[src/rtl/mem_serial_controller_pkg.sv]
// Shared types and sizing helpers for the memory serial-port controller.
package mem_ctrl_pkg;

   typedef enum logic [1:0] {
      IDLE = 2'd0,
      LOAD = 2'd1,
      READ = 2'd2,
      RUN  = 2'd3
   } ctrl_state_t;

   // Read needs to count to data_size, so room for data_size+1 values plus margin.
   function automatic int ctrl_cnt_width(input int data_size);
      return $clog2(data_size + 2);
   endfunction

endpackage

[src/rtl/mem_serial_controller_if.sv]
// Host-side command bundle: valid/ready frame write, pulsed read and run requests.
interface mem_serial_controller_if #(
   parameter int data_size = 64,
   parameter int gen_width = 16
);

   logic [data_size-1:0] WR_DATA;
   logic                 WR_VALID;
   logic                 WR_READY;
   logic                 RD_REQ;
   logic [data_size-1:0] RD_DATA;
   logic                 RD_VALID;
   logic                 RUN_REQ;
   logic [gen_width-1:0] RUN_GENS;
   logic                 BUSY;

   modport master (
      output WR_DATA, WR_VALID, RD_REQ, RUN_REQ, RUN_GENS,
      input  WR_READY, RD_DATA, RD_VALID, BUSY
   );

   modport slave (
      input  WR_DATA, WR_VALID, RD_REQ, RUN_REQ, RUN_GENS,
      output WR_READY, RD_DATA, RD_VALID, BUSY
   );

endinterface

[src/rtl/mem_serial_controller.sv]
// Serial-port sequencer: load (N cycles, MSB first), rotate-read (RD_VALID N+1 after RD_REQ), run G gens.
// WR_READY is low while busy; RD_REQ/RUN_REQ outside IDLE or losing arbitration are dropped.
module mem_serial_controller
   import mem_ctrl_pkg::*;
#(
   parameter int data_size = 64,
   parameter int gen_width = 16
) (
   input  logic                   CLK,
   input  logic                   RESET,
   mem_serial_controller_if.slave host,
   output logic                   LOAD_MODE,
   output logic                   OUTPUT_MODE,
   output logic                   RUN_MODE,
   output logic                   MEM_SERIAL_IN,
   input  logic                   MEM_SERIAL_OUT
);

   localparam int             CW       = ctrl_cnt_width(data_size);
   localparam logic [CW-1:0]  LAST_BIT = CW'(data_size - 1);
   localparam logic [CW-1:0]  CAP_DONE = CW'(data_size);

   ctrl_state_t          state_q, state_d;
   logic [CW-1:0]        cnt_q, cnt_d;
   logic [data_size-1:0] shift_q, shift_d;
   logic [data_size-1:0] cap_q, cap_d;
   logic [data_size-1:0] rd_data_q, rd_data_d;
   logic [gen_width-1:0] gen_q, gen_d;
   logic                 load_mode_q, load_mode_d;
   logic                 output_mode_q, output_mode_d;
   logic                 run_mode_q, run_mode_d;
   logic                 ser_in_q, ser_in_d;
   logic                 wr_ready_q, wr_ready_d;
   logic                 rd_valid_q, rd_valid_d;
   logic                 busy_q, busy_d;
   logic                 wr_go;

   // A write is only taken when WR_READY is actually presented to the host.
   assign wr_go = host.WR_VALID && wr_ready_q;

   always_ff @(posedge CLK or posedge RESET) begin
      if (RESET) begin
         state_q       <= IDLE;
         cnt_q         <= '0;
         shift_q       <= '0;
         cap_q         <= '0;
         rd_data_q     <= '0;
         gen_q         <= '0;
         load_mode_q   <= 1'b0;
         output_mode_q <= 1'b0;
         run_mode_q    <= 1'b0;
         ser_in_q      <= 1'b0;
         wr_ready_q    <= 1'b0;
         rd_valid_q    <= 1'b0;
         busy_q        <= 1'b0;
      end else begin
         state_q       <= state_d;
         cnt_q         <= cnt_d;
         shift_q       <= shift_d;
         cap_q         <= cap_d;
         rd_data_q     <= rd_data_d;
         gen_q         <= gen_d;
         load_mode_q   <= load_mode_d;
         output_mode_q <= output_mode_d;
         run_mode_q    <= run_mode_d;
         ser_in_q      <= ser_in_d;
         wr_ready_q    <= wr_ready_d;
         rd_valid_q    <= rd_valid_d;
         busy_q        <= busy_d;
      end
   end

   always_comb begin
      state_d = state_q;
      case (state_q)
         IDLE: begin
            if (wr_go)             state_d = LOAD;
            else if (host.RD_REQ)  state_d = READ;
            else if (host.RUN_REQ) state_d = RUN;
         end
         LOAD:    if (cnt_q == LAST_BIT) state_d = IDLE;
         READ:    if (cnt_q == CAP_DONE) state_d = IDLE;
         RUN:     if (gen_q <= gen_width'(1)) state_d = IDLE;
         default: state_d = IDLE;
      endcase
   end

   always_comb begin
      cnt_d      = cnt_q;
      shift_d    = shift_q;
      cap_d      = cap_q;
      rd_data_d  = rd_data_q;
      gen_d      = gen_q;
      ser_in_d   = 1'b0;
      rd_valid_d = 1'b0;

      case (state_q)
         IDLE: begin
            if (wr_go) begin
               shift_d  = host.WR_DATA << 1;
               ser_in_d = host.WR_DATA[data_size-1];
               cnt_d    = '0;
            end else if (host.RD_REQ) begin
               cnt_d = '0;
            end else if (host.RUN_REQ) begin
               gen_d = host.RUN_GENS;
            end
         end
         LOAD: begin
            cnt_d = cnt_q + CW'(1);
            if (state_d == LOAD) begin
               ser_in_d = shift_q[data_size-1];
               shift_d  = shift_q << 1;
            end
         end
         READ: begin
            cnt_d = cnt_q + CW'(1);
            // SERIAL_OUT is registered in memory, so the first valid bit lands one edge late.
            if (cnt_q != '0) cap_d = {cap_q[data_size-2:0], MEM_SERIAL_OUT};
            if (cnt_q == CAP_DONE) begin
               rd_data_d  = cap_d;
               rd_valid_d = 1'b1;
            end
         end
         RUN: begin
            gen_d = (gen_q == '0) ? '0 : gen_q - gen_width'(1);
         end
         default: ;
      endcase

      load_mode_d   = (state_d == LOAD);
      // Exactly N rotation edges; the extra READ cycle only captures the last bit.
      output_mode_d = (state_d == READ) && !(state_q == READ && cnt_q >= LAST_BIT);
      run_mode_d    = (state_d == RUN) && (gen_d != '0);
      wr_ready_d    = (state_d == IDLE);
      busy_d        = (state_d != IDLE);
   end

   assign LOAD_MODE     = load_mode_q;
   assign OUTPUT_MODE   = output_mode_q;
   assign RUN_MODE      = run_mode_q;
   assign MEM_SERIAL_IN = ser_in_q;
   assign host.WR_READY = wr_ready_q;
   assign host.RD_DATA  = rd_data_q;
   assign host.RD_VALID = rd_valid_q;
   assign host.BUSY     = busy_q;

endmodule

[src/flat_wrapper.sv]
// flat-port wrapper written by rule: the top's interface ports become plain ports
module mem_serial_controller_flat import mem_ctrl_pkg::*;
#(
   parameter int data_size = 64,
   parameter int gen_width = 16
)
  (CLK, RESET, LOAD_MODE, OUTPUT_MODE, RUN_MODE, MEM_SERIAL_IN, MEM_SERIAL_OUT, host_WR_DATA, host_WR_VALID, host_RD_REQ, host_RUN_REQ, host_RUN_GENS, host_WR_READY, host_RD_DATA, host_RD_VALID, host_BUSY);
  mem_serial_controller_if #(.data_size(data_size), .gen_width(gen_width)) host_i ();
  input  logic CLK;
  input  logic RESET;
  output logic LOAD_MODE;
  output logic OUTPUT_MODE;
  output logic RUN_MODE;
  output logic MEM_SERIAL_IN;
  input  logic MEM_SERIAL_OUT;
  input wire logic [$bits(host_i.WR_DATA)-1:0] host_WR_DATA;
  input wire logic [$bits(host_i.WR_VALID)-1:0] host_WR_VALID;
  input wire logic [$bits(host_i.RD_REQ)-1:0] host_RD_REQ;
  input wire logic [$bits(host_i.RUN_REQ)-1:0] host_RUN_REQ;
  input wire logic [$bits(host_i.RUN_GENS)-1:0] host_RUN_GENS;
  output wire logic [$bits(host_i.WR_READY)-1:0] host_WR_READY;
  output wire logic [$bits(host_i.RD_DATA)-1:0] host_RD_DATA;
  output wire logic [$bits(host_i.RD_VALID)-1:0] host_RD_VALID;
  output wire logic [$bits(host_i.BUSY)-1:0] host_BUSY;
  assign host_i.WR_DATA = host_WR_DATA;
  assign host_i.WR_VALID = host_WR_VALID;
  assign host_i.RD_REQ = host_RD_REQ;
  assign host_i.RUN_REQ = host_RUN_REQ;
  assign host_i.RUN_GENS = host_RUN_GENS;
  assign host_WR_READY = host_i.WR_READY;
  assign host_RD_DATA = host_i.RD_DATA;
  assign host_RD_VALID = host_i.RD_VALID;
  assign host_BUSY = host_i.BUSY;
  mem_serial_controller #(.data_size(data_size), .gen_width(gen_width)) u_core (.CLK(CLK), .RESET(RESET), .host(host_i), .LOAD_MODE(LOAD_MODE), .OUTPUT_MODE(OUTPUT_MODE), .RUN_MODE(RUN_MODE), .MEM_SERIAL_IN(MEM_SERIAL_IN), .MEM_SERIAL_OUT(MEM_SERIAL_OUT));
endmodule
[config.mk]
export PLATFORM = sky130hd
export DESIGN_NAME = mem_serial_controller_flat
export DESIGN_NICKNAME = d
export VERILOG_FILES = /design/src/rtl/mem_serial_controller_pkg.sv /design/src/rtl/mem_serial_controller_if.sv /design/src/rtl/mem_serial_controller.sv /design/src/flat_wrapper.sv
export SDC_FILE = /design/constraint.sdc
export NUM_CORES = 1
export LEC_CHECK = 0
export BUFFER_PORTS_ARGS = -buffer_cell sky130_fd_sc_hd__buf_4
export CAP_MARGIN = 20
export CORE_MARGIN = 3
export CORE_UTILIZATION = 56
export CTS_CLUSTER_SIZE = 10
export DETAILED_ROUTE_END_ITERATION = 10
export GPL_TIMING_DRIVEN = 0
export PLACE_DENSITY = 0.8
export RECOVER_POWER = 25
export SYNTH_ARGS = -nofsm -noshare
export SYNTH_HDL_FRONTEND = slang
export SYNTH_SLANG_ARGS = --single-unit
export TNS_END_PERCENT = 100
[constraint.sdc]
create_clock -name CLK -period 10.24 [get_ports CLK]
set_input_delay 1.536 -clock CLK [delete_from_list [all_inputs] [get_ports CLK]]
set_output_delay 1.536 -clock CLK [all_outputs]
set_load 0.02 [all_outputs]
==> metrics.md, run 1 <==
| Metric | Value |
|---|---|
| Initial antenna violation count | `0` |
| Critical Path, Cell by Cell | `clkbuf_4 -> clkinvlp_2` |
| Gates resized, CTS repair | `0` |
| Post-synth EDFFs | `0` |
| Post-synthesis simple-gate area fraction | `between 10% and 20%` |
| Final worst-path cycle share | `a little over two fifths` |
| Leading area contributor after synthesis | `dfrtp_1` |
| Outcome | `complete, but fails checks` |
| Max-cap violations | `1` |
| RSZ-0062 raised after global routing | `no` |
| Final ANT Viol Nets | `0` |
| Worst VDD drop | `110 µV` |
| Mapped cell area | `9590 µm²` |
| Cell variety after synth | `51` |
| Initial DRC Count | `409` |
| Final instance area | `between 10000 and 15000 µm²` |
| HP Class | `reg -> reg` |
| Synth Area in XOR/XNOR | `0%` |
| CP startpoint kind | `primary input` |
| GP Congestion | `roughly 0.91` |
| Dpl cells | `around 1300` |
| Dpl cell area | `about 11000 µm²` |
| Post-DP HPWL | `14500 µm` |
| F_max | `223 MHz` |
| CTS tree | `built` |
| Setup-failing EPs final | `0` |
| DR DRC count | `0` |
| PD cells | `151 nW/µm²` |
| H-tree Lvls | `1` |
| First-pass GRT wire length | `34100 µm` |
| Overall power | `roughly 1.8 mW` |
| Port Buffers | `approximately 160` |
| Reg2reg setup slack | `6.55 ns` |
| Yosys top cell area share | `57.9%` |
| Worst reg2reg startpoint | `u_core.gen_q[8]$_DFF_PP0_` |
| Tmin final | `between 4 and 5 ns` |
| Top delay family on crit path | `buffers and inverters` |
| Ys flop type | `dfrtp_1` |
| Largest net degree at the start of global routing | `121` |
| R2r worst-path depth | `8` |
| Initial Util | `roughly 58%` |
| Num CTS Buffers | `26` |
| Antenna diode count | `0` |
| Yosys reg bits | `222` |
| Worst slew pin tran | `4.58 ns` |
| Ports | `around 160` |
| DR vias/cell | `~5.4` |
| Post-route clock skew | `0.0180 ns` |
| Vias | `a little over 7000` |
| Area delta synth->final | `22.7%` |
| Ys async rst share | `100%` |
| Final setup TNS | `0 ns` |
| Reg-to-reg endpoint | `u_core.RUN_MODE$_DFF_PP0_` |
| Post-layout nets | `1189` |
| Yosys warnings | `0` |
| Die area | `18700 µm²` |
| Vias in the first global route | `6945` |
| Sequential area share after synthesis | `a little under 60%` |
| Slew HR | `-207%` |
| Leakage power | `5.68 nW` |
| CTS root buffer | `clkbuf_16` |
| Fin. Hold Viols | `0` |
| Worst Hold Path EP | `u_core.host.RD_DATA[13]$_DFFE_PP0P_` |
| Data required time of the worst path | `around 10 ns` |
| Post-synthesis area per instance | `10.5 µm²` |
| Hold-fix buffers at CTS | `0` |
| Crit path arrival time | `4.28 ns` |
| Die X | `~140 µm` |
| Die Y | `about 140 µm` |
| Layout fillers | `roughly 1300` |
| Compound-gate portion of the synthesized area | `8.69%` |
| GR Overflow Total | `0` |
| Combinational family with the most area after synthesis | `simple AND/OR/NAND/NOR gates` |
| Synth top area cells | `dfrtp_1, nand2_1, mux2_2` |
| Post-Synth Adder-Cell Area | `1.17%` |
| Critical Setup Path Class | `in -> async` |
| Cell Rows | `47` |
| CP peak stage delay | `2.54 ns` |
| Worst Path Max Fanout | `slightly above 100` |
| Clock buffer depth | `3` |
| Cell Count, Final, Fillers Out | `1317` |
| Latest clock arrival within the worst-skew pair | `approximately 0.52 ns` |
| Violated checks | `capacitance limit, slew limit` |
| GRT Total Usage | `between 20% and 30%` |
| Core Area | `16600 µm²` |
| Syn_nets | `about 1000` |
| CP endpoint kind | `async pin` |
| Clock-pin slew of the registers on the worst-case setup and hold paths | `0.05 ns` |
| Drt total wl | `about 21000 µm` |
| Postcts setup bufs | `0` |
| Ratio of cells with drive above 1 in the final layout | `approximately a quarter` |
| Critical-path top delay cell | `clkinvlp_2` |
| Buf+Inv Stages, Crit Path | `2` |
| DRT Pass-1 Iters | `5` |
| Fraction of synthesized area in multiplexers | `between 10 and 15%` |
| Cells after synthesis | `909` |
| Hold Startpoint | `u_core.host.RD_DATA[13]$_DFFE_PP0P_` |
| Pins Over Slew Limit | `103` |
| Sink Count | `222` |
| Routed len/inst | `16.2 µm` |
| Hold depth | `2` |
| Final core occ | `70.7%` |
[metrics by stage]
step / setup slack (ns) / hold slack (ns)
5_1_grt: 5.04 / 0.502
2_1_floorplan: 2.63 / 0.433
3_3_place_gp: 0.195 / 0.460
6_report: 5.75 / 0.473
3_5_place_dp: 5.84 / 0.464
4_1_cts: 6.37 / 0.477
[where the power goes]
part	internal (mW)	switching (mW)	total (mW)
Sequential	0.901	0.0142	0.915
Clock	0.464	0.326	0.790
Combinational	0.0380	0.0348	0.0728
[registers in the layout, summed over array words and instances, names as in the netlist]
signal,flops
u_core.gen_q,16
u_core.cnt_q,7
u_core.OUTPUT_MODE,1
u_core.LOAD_MODE,1
u_core.MEM_SERIAL_IN,1
u_core.shift_q,63
u_core.host.RD_VALID,1
u_core.cap_q,63
u_core.host.RD_DATA,64
u_core.host.WR_READY,1
u_core.state_q,2
u_core.RUN_MODE,1
u_core.host.BUSY,1
[layout by cell type (no fill, tap or decap), drive strengths merged, types with 6 or more instances in the layout]
cell    synthesis  layout
a21o            6       6
a21oi          10      10
buf             3     158
clkbuf         49      80
dfrtp         222     222
ha              9       9
inv            14      13
mux2           64      64
mux2i          64      64
nand2         279     279
nor2           20      20
nor3            7       7
nor4            7       7
o21ai          82      82
or4             7       7
[kinds of logic after synthesis]
logic type	Yosys count
fa+ha+maj	9
flops	222
simple gates	350
mux	128
buf+inv	66
compound gates	134
[worst max-delay path by stage]
stage	from	end	slack (ns)	depth (start not counted)
after CTS	host_WR_VALID	u_core.RUN_MODE$_DFF_PP0_	6.37	9
after global routing	RESET	u_core.shift_q[33]$_DFFE_PP0P_	5.04	2
final	RESET	u_core.shift_q[36]$_DFFE_PP0P_	5.75	2
after floorplan	RESET	u_core.LOAD_MODE$_DFF_PP0_	2.63	1
after detailed placement	host_WR_VALID	u_core.RUN_MODE$_DFF_PP0_	5.84	9
after global placement	RESET	u_core.shift_q[26]$_DFFE_PP0P_	0.20	2
[area by class of cell]
cell class              count  area (µm²)  area share, %
well taps                 220         275           2.34
repair buffers            157        1190           10.2
inverters                  14        53.8          0.457
clock inverters             2        21.3          0.181
multi-input cells         621        3770           32.0
plain buffers              52         210           1.79
flip-flops and latches    222        5560           47.2
clock buffers              29         682           5.80
[per-layer routing]
metal | track usage (%) | up-vias | wire, µm | part of all wire, %
met1 | 31.6 | 3493 | 9340 | 44
li1 | - | 3441 | - | -
met4 | 6.32 | 0 | 391 | 1.8
met5 | 0 | - | 0 | 0
met3 | 3.38 | 31 | 1110 | 5.2
met2 | 36.5 | 197 | 10400 | 49
[cells in the mapped netlist (5+ instances only)]
library cell	number
nor4_1	6
nand2_1	279
ha_1	9
nand3_1	5
mux2_2	64
a21oi_1	10
o21ai_0	80
nor2_1	19
inv_1	14
a21o_1	6
clkbuf_1	49
dfrtp_1	222
mux2i_1	64
nor3_1	7
or4_1	6
Power figures use the tool's default switching activity.
==> run 2, diff against run 1 <==
--- a/config.mk
+++ b/config.mk
@@ -8,11 +8,11 @@
 export BUFFER_PORTS_ARGS = -buffer_cell sky130_fd_sc_hd__buf_4
 export CAP_MARGIN = 20
 export CORE_MARGIN = 3
-export CORE_UTILIZATION = 56
+export CORE_UTILIZATION = 51
 export CTS_CLUSTER_SIZE = 10
 export DETAILED_ROUTE_END_ITERATION = 10
 export GPL_TIMING_DRIVEN = 0
-export PLACE_DENSITY = 0.8
+export PLACE_DENSITY = 0.77
 export RECOVER_POWER = 25
 export SYNTH_ARGS = -nofsm -noshare
 export SYNTH_HDL_FRONTEND = slang
==> constraint.sdc (replaced) <==
create_clock -name CLK -period 3.8 [get_ports CLK]
set_input_delay 0.57 -clock CLK [delete_from_list [all_inputs] [get_ports CLK]]
set_output_delay 0.57 -clock CLK [all_outputs]
set_load 0.02 [all_outputs]
==> run 2 against run 1 <==
Compared with the run above: the run still ends with capacitance limit, slew limit left; global-route usage is 1.5 points lower; flip-flop and latch count stayed put; clock power grew to 2.7 times the previous value; clock-buffer cell count is 1 higher; clock skew is 0.011 ns lower; sequential power grew to 2.7 times the previous value; utilization is 5.6 points lower; register-to-register slack worse by 6.3 ns; die area is 9.4% higher; total power grew to 2.7 times the previous value; first-iteration DRC count is 2.0% higher; wire length is 0.79% higher; critical endpoint is now u_core.RUN_MODE$_DFF_PP0_; highest routed layer unchanged.
==> metrics.md, run 2 (same netlist as run 1, synthesis figures left out) <==
| Metric | Value |
|---|---|
| M1 WL | `9510 µm` |
| Ratio of cells with drive above 1 in the final layout | `24.4%` |
| Sink Count | `~220` |
| Layout fillers | `around 1400` |
| Worst slew pin tran | `1.90 ns` |
| Most frequent cells in the layout | `nand2_1, dfrtp_1, buf_4` |
| Pins Over Slew Limit | `68` |
| Hold-fix buffers at CTS | `0` |
| Area delta synth->final | `23.5%` |
| Slew HR | `-26.8%` |
| Final ANT Viol Nets | `0` |
| Final instance area | `11800 µm²` |
| CTS root buffer | `clkbuf_16` |
| Post-layout nets | `1197` |
| F_max | `284 MHz` |
| DR vias/cell | `5.41` |
| Final setup margin | `0.283 ns` |
| Leakage power | `~5.7 nW` |
| Initial Util | `52.7%` |
| Antenna diode count | `0` |
| Crit path arrival time | `3.90 ns` |
| DRT Pass-1 Iters | `5` |
| Dpl cell area | `11200 µm²` |
| Die Y | `143 µm` |
| Post-Place Worst Slack | `approximately 0.20 ns` |
| Die X | `between 100 and 150 µm` |
| GR Overflow Total | `0` |
| RSZ-0062 raised after global routing | `no` |
| Core Area | `about 18000 µm²` |
| Final worst-path cycle share | `92.6%` |
| Worst Path Max Fanout | `7` |
| Post-route clock skew | `0.00663 ns` |
| Num CTS Buffers | `26` |
| Fin. Hold Viols | `0` |
| CTS tree | `built` |
| CP endpoint kind | `flip-flop` |
| Latest clock arrival within the worst-skew pair | `about 0.5 ns` |
| Max-cap violations | `2` |
| Cell Rows | `49` |
| Initial DRC Count | `417` |
| CP startpoint kind | `flip-flop` |
| Vias in the first global route | `7246` |
| Setup-failing EPs final | `0` |
| Critical Setup Path Class | `reg -> reg` |
| First-pass GRT wire length | `35200 µm` |
| Die area | `20500 µm²` |
| Largest net degree at the start of global routing | `41` |
| PD cells | `407 nW/µm²` |
| Metal3 WL | `1070 µm` |
| Port Buffers | `156` |
| DR DRC count | `0` |
| Post-DP HPWL | `about 15000 µm` |
| Routed len/inst | `16.1 µm` |
| GP Congestion | `just under 0.9` |
| Met2 wire length | `10400 µm` |
| Final hold slack | `0.266 ns` |
| FF+latch area | `5560 µm²` |
| Violated checks | `capacitance limit, slew limit` |
| Outcome | `complete, but fails checks` |
| Worst VDD drop | `~300 µV` |
| Clock-pin slew of the registers on the worst-case setup and hold paths | `0.05 ns` |
| Largest register FFs | `64` |
| Tmin final | `3.52 ns` |
| Footprint of the multi-input gates | `around 3800 µm²` |
| Ports | `around 160` |
| Vias | `7222` |
| Top sig layer | `met4` |
| Drt total wl | `21400 µm` |
| Data required time of the worst path | `4.19 ns` |
| Clock buffer depth | `3` |
| HP Class | `in -> async` |
| Initial antenna violation count | `0` |
| Commonest non-fill, non-tap cell in the layout | `nand2_1` |
| GRT Total Usage | `about a fifth` |
| H-tree Lvls | `1` |
## run 2: final cells by class
cell class	instances	share of cell area [%]
Clock buffer	30	5.97
Tap cell	229	2.42
Multi-Input combinational cell	621	31.9
Inverter	14	0.454
Sequential cell	222	46.9
Clock inverter	1	0.0423
Buffer	52	1.77
Timing Repair Buffer	165	10.6
## run 2: power breakdown
| group | leakage [nW] | internal, mW | switching, mW |
|---|---|---|---|
| registers | 2.77 | 2.43 | 0.0374 |
| logic | 2.60 | 0.104 | 0.0949 |
| clock network | 0.352 | 1.29 | 0.868 |
## run 2: through the flow
step	TNS, ns	power (mW)	util (%)	cells
6_report	0	4.82	65.1	1334
5_1_grt	0	5.00	65.1	1334
3_3_place_gp	-212.79	2.69	60.7	1294
3_5_place_dp	0	2.72	61.3	1300
4_1_cts	0	4.89	65.3	1331
2_1_floorplan	0	2.59	-	909
## run 2: per-layer routing
layer / up-vias / global-route usage [%]
li1: 3471 / -
met1: 3535 / 29.5
met2: 184 / 34.3
met3: 32 / 3.05
met4: 0 / 5.35
met5: - / 0
## run 2: worst paths after layout
check / startpoint / endpoint / slack (ns) / cells past startpoint
worst min register to register: u_core.host.RD_DATA[20]$_DFFE_PP0P_ / u_core.host.RD_DATA[20]$_DFFE_PP0P_ / 0.47 / 2
worst max-delay path: u_core.gen_q[8]$_DFF_PP0_ / u_core.RUN_MODE$_DFF_PP0_ / 0.28 / 8
worst max register to register: u_core.gen_q[8]$_DFF_PP0_ / u_core.RUN_MODE$_DFF_PP0_ / 0.28 / 8
worst min-delay path: RESET / u_core.host.RD_DATA[37]$_DFFE_PP0P_ / 0.27 / 2
min in group CLK: MEM_SERIAL_OUT / u_core.host.RD_DATA[0]$_DFFE_PP0P_ / 0.27 / 3
max in group asynchronous: RESET / u_core.gen_q[12]$_DFF_PP0_ / 0.73 / 5
## run 2: worst max-delay path, cell delays in order (launching register included)
cell and delay, ns:
dfrtp_1 0.43, or4_1 0.51, clkbuf_1 0.20, nor4_2 0.44
nand2b_1 0.38, o221ai_1 0.19, or3_1 0.40, or4_1 0.48
o311a_1 0.36
## run 2: what timing repair did
action / in CTS / in global routing
endpoints found under the setup margin: 0 / 41
setup buffers: 0 / 3
resized for setup: 0 / 1
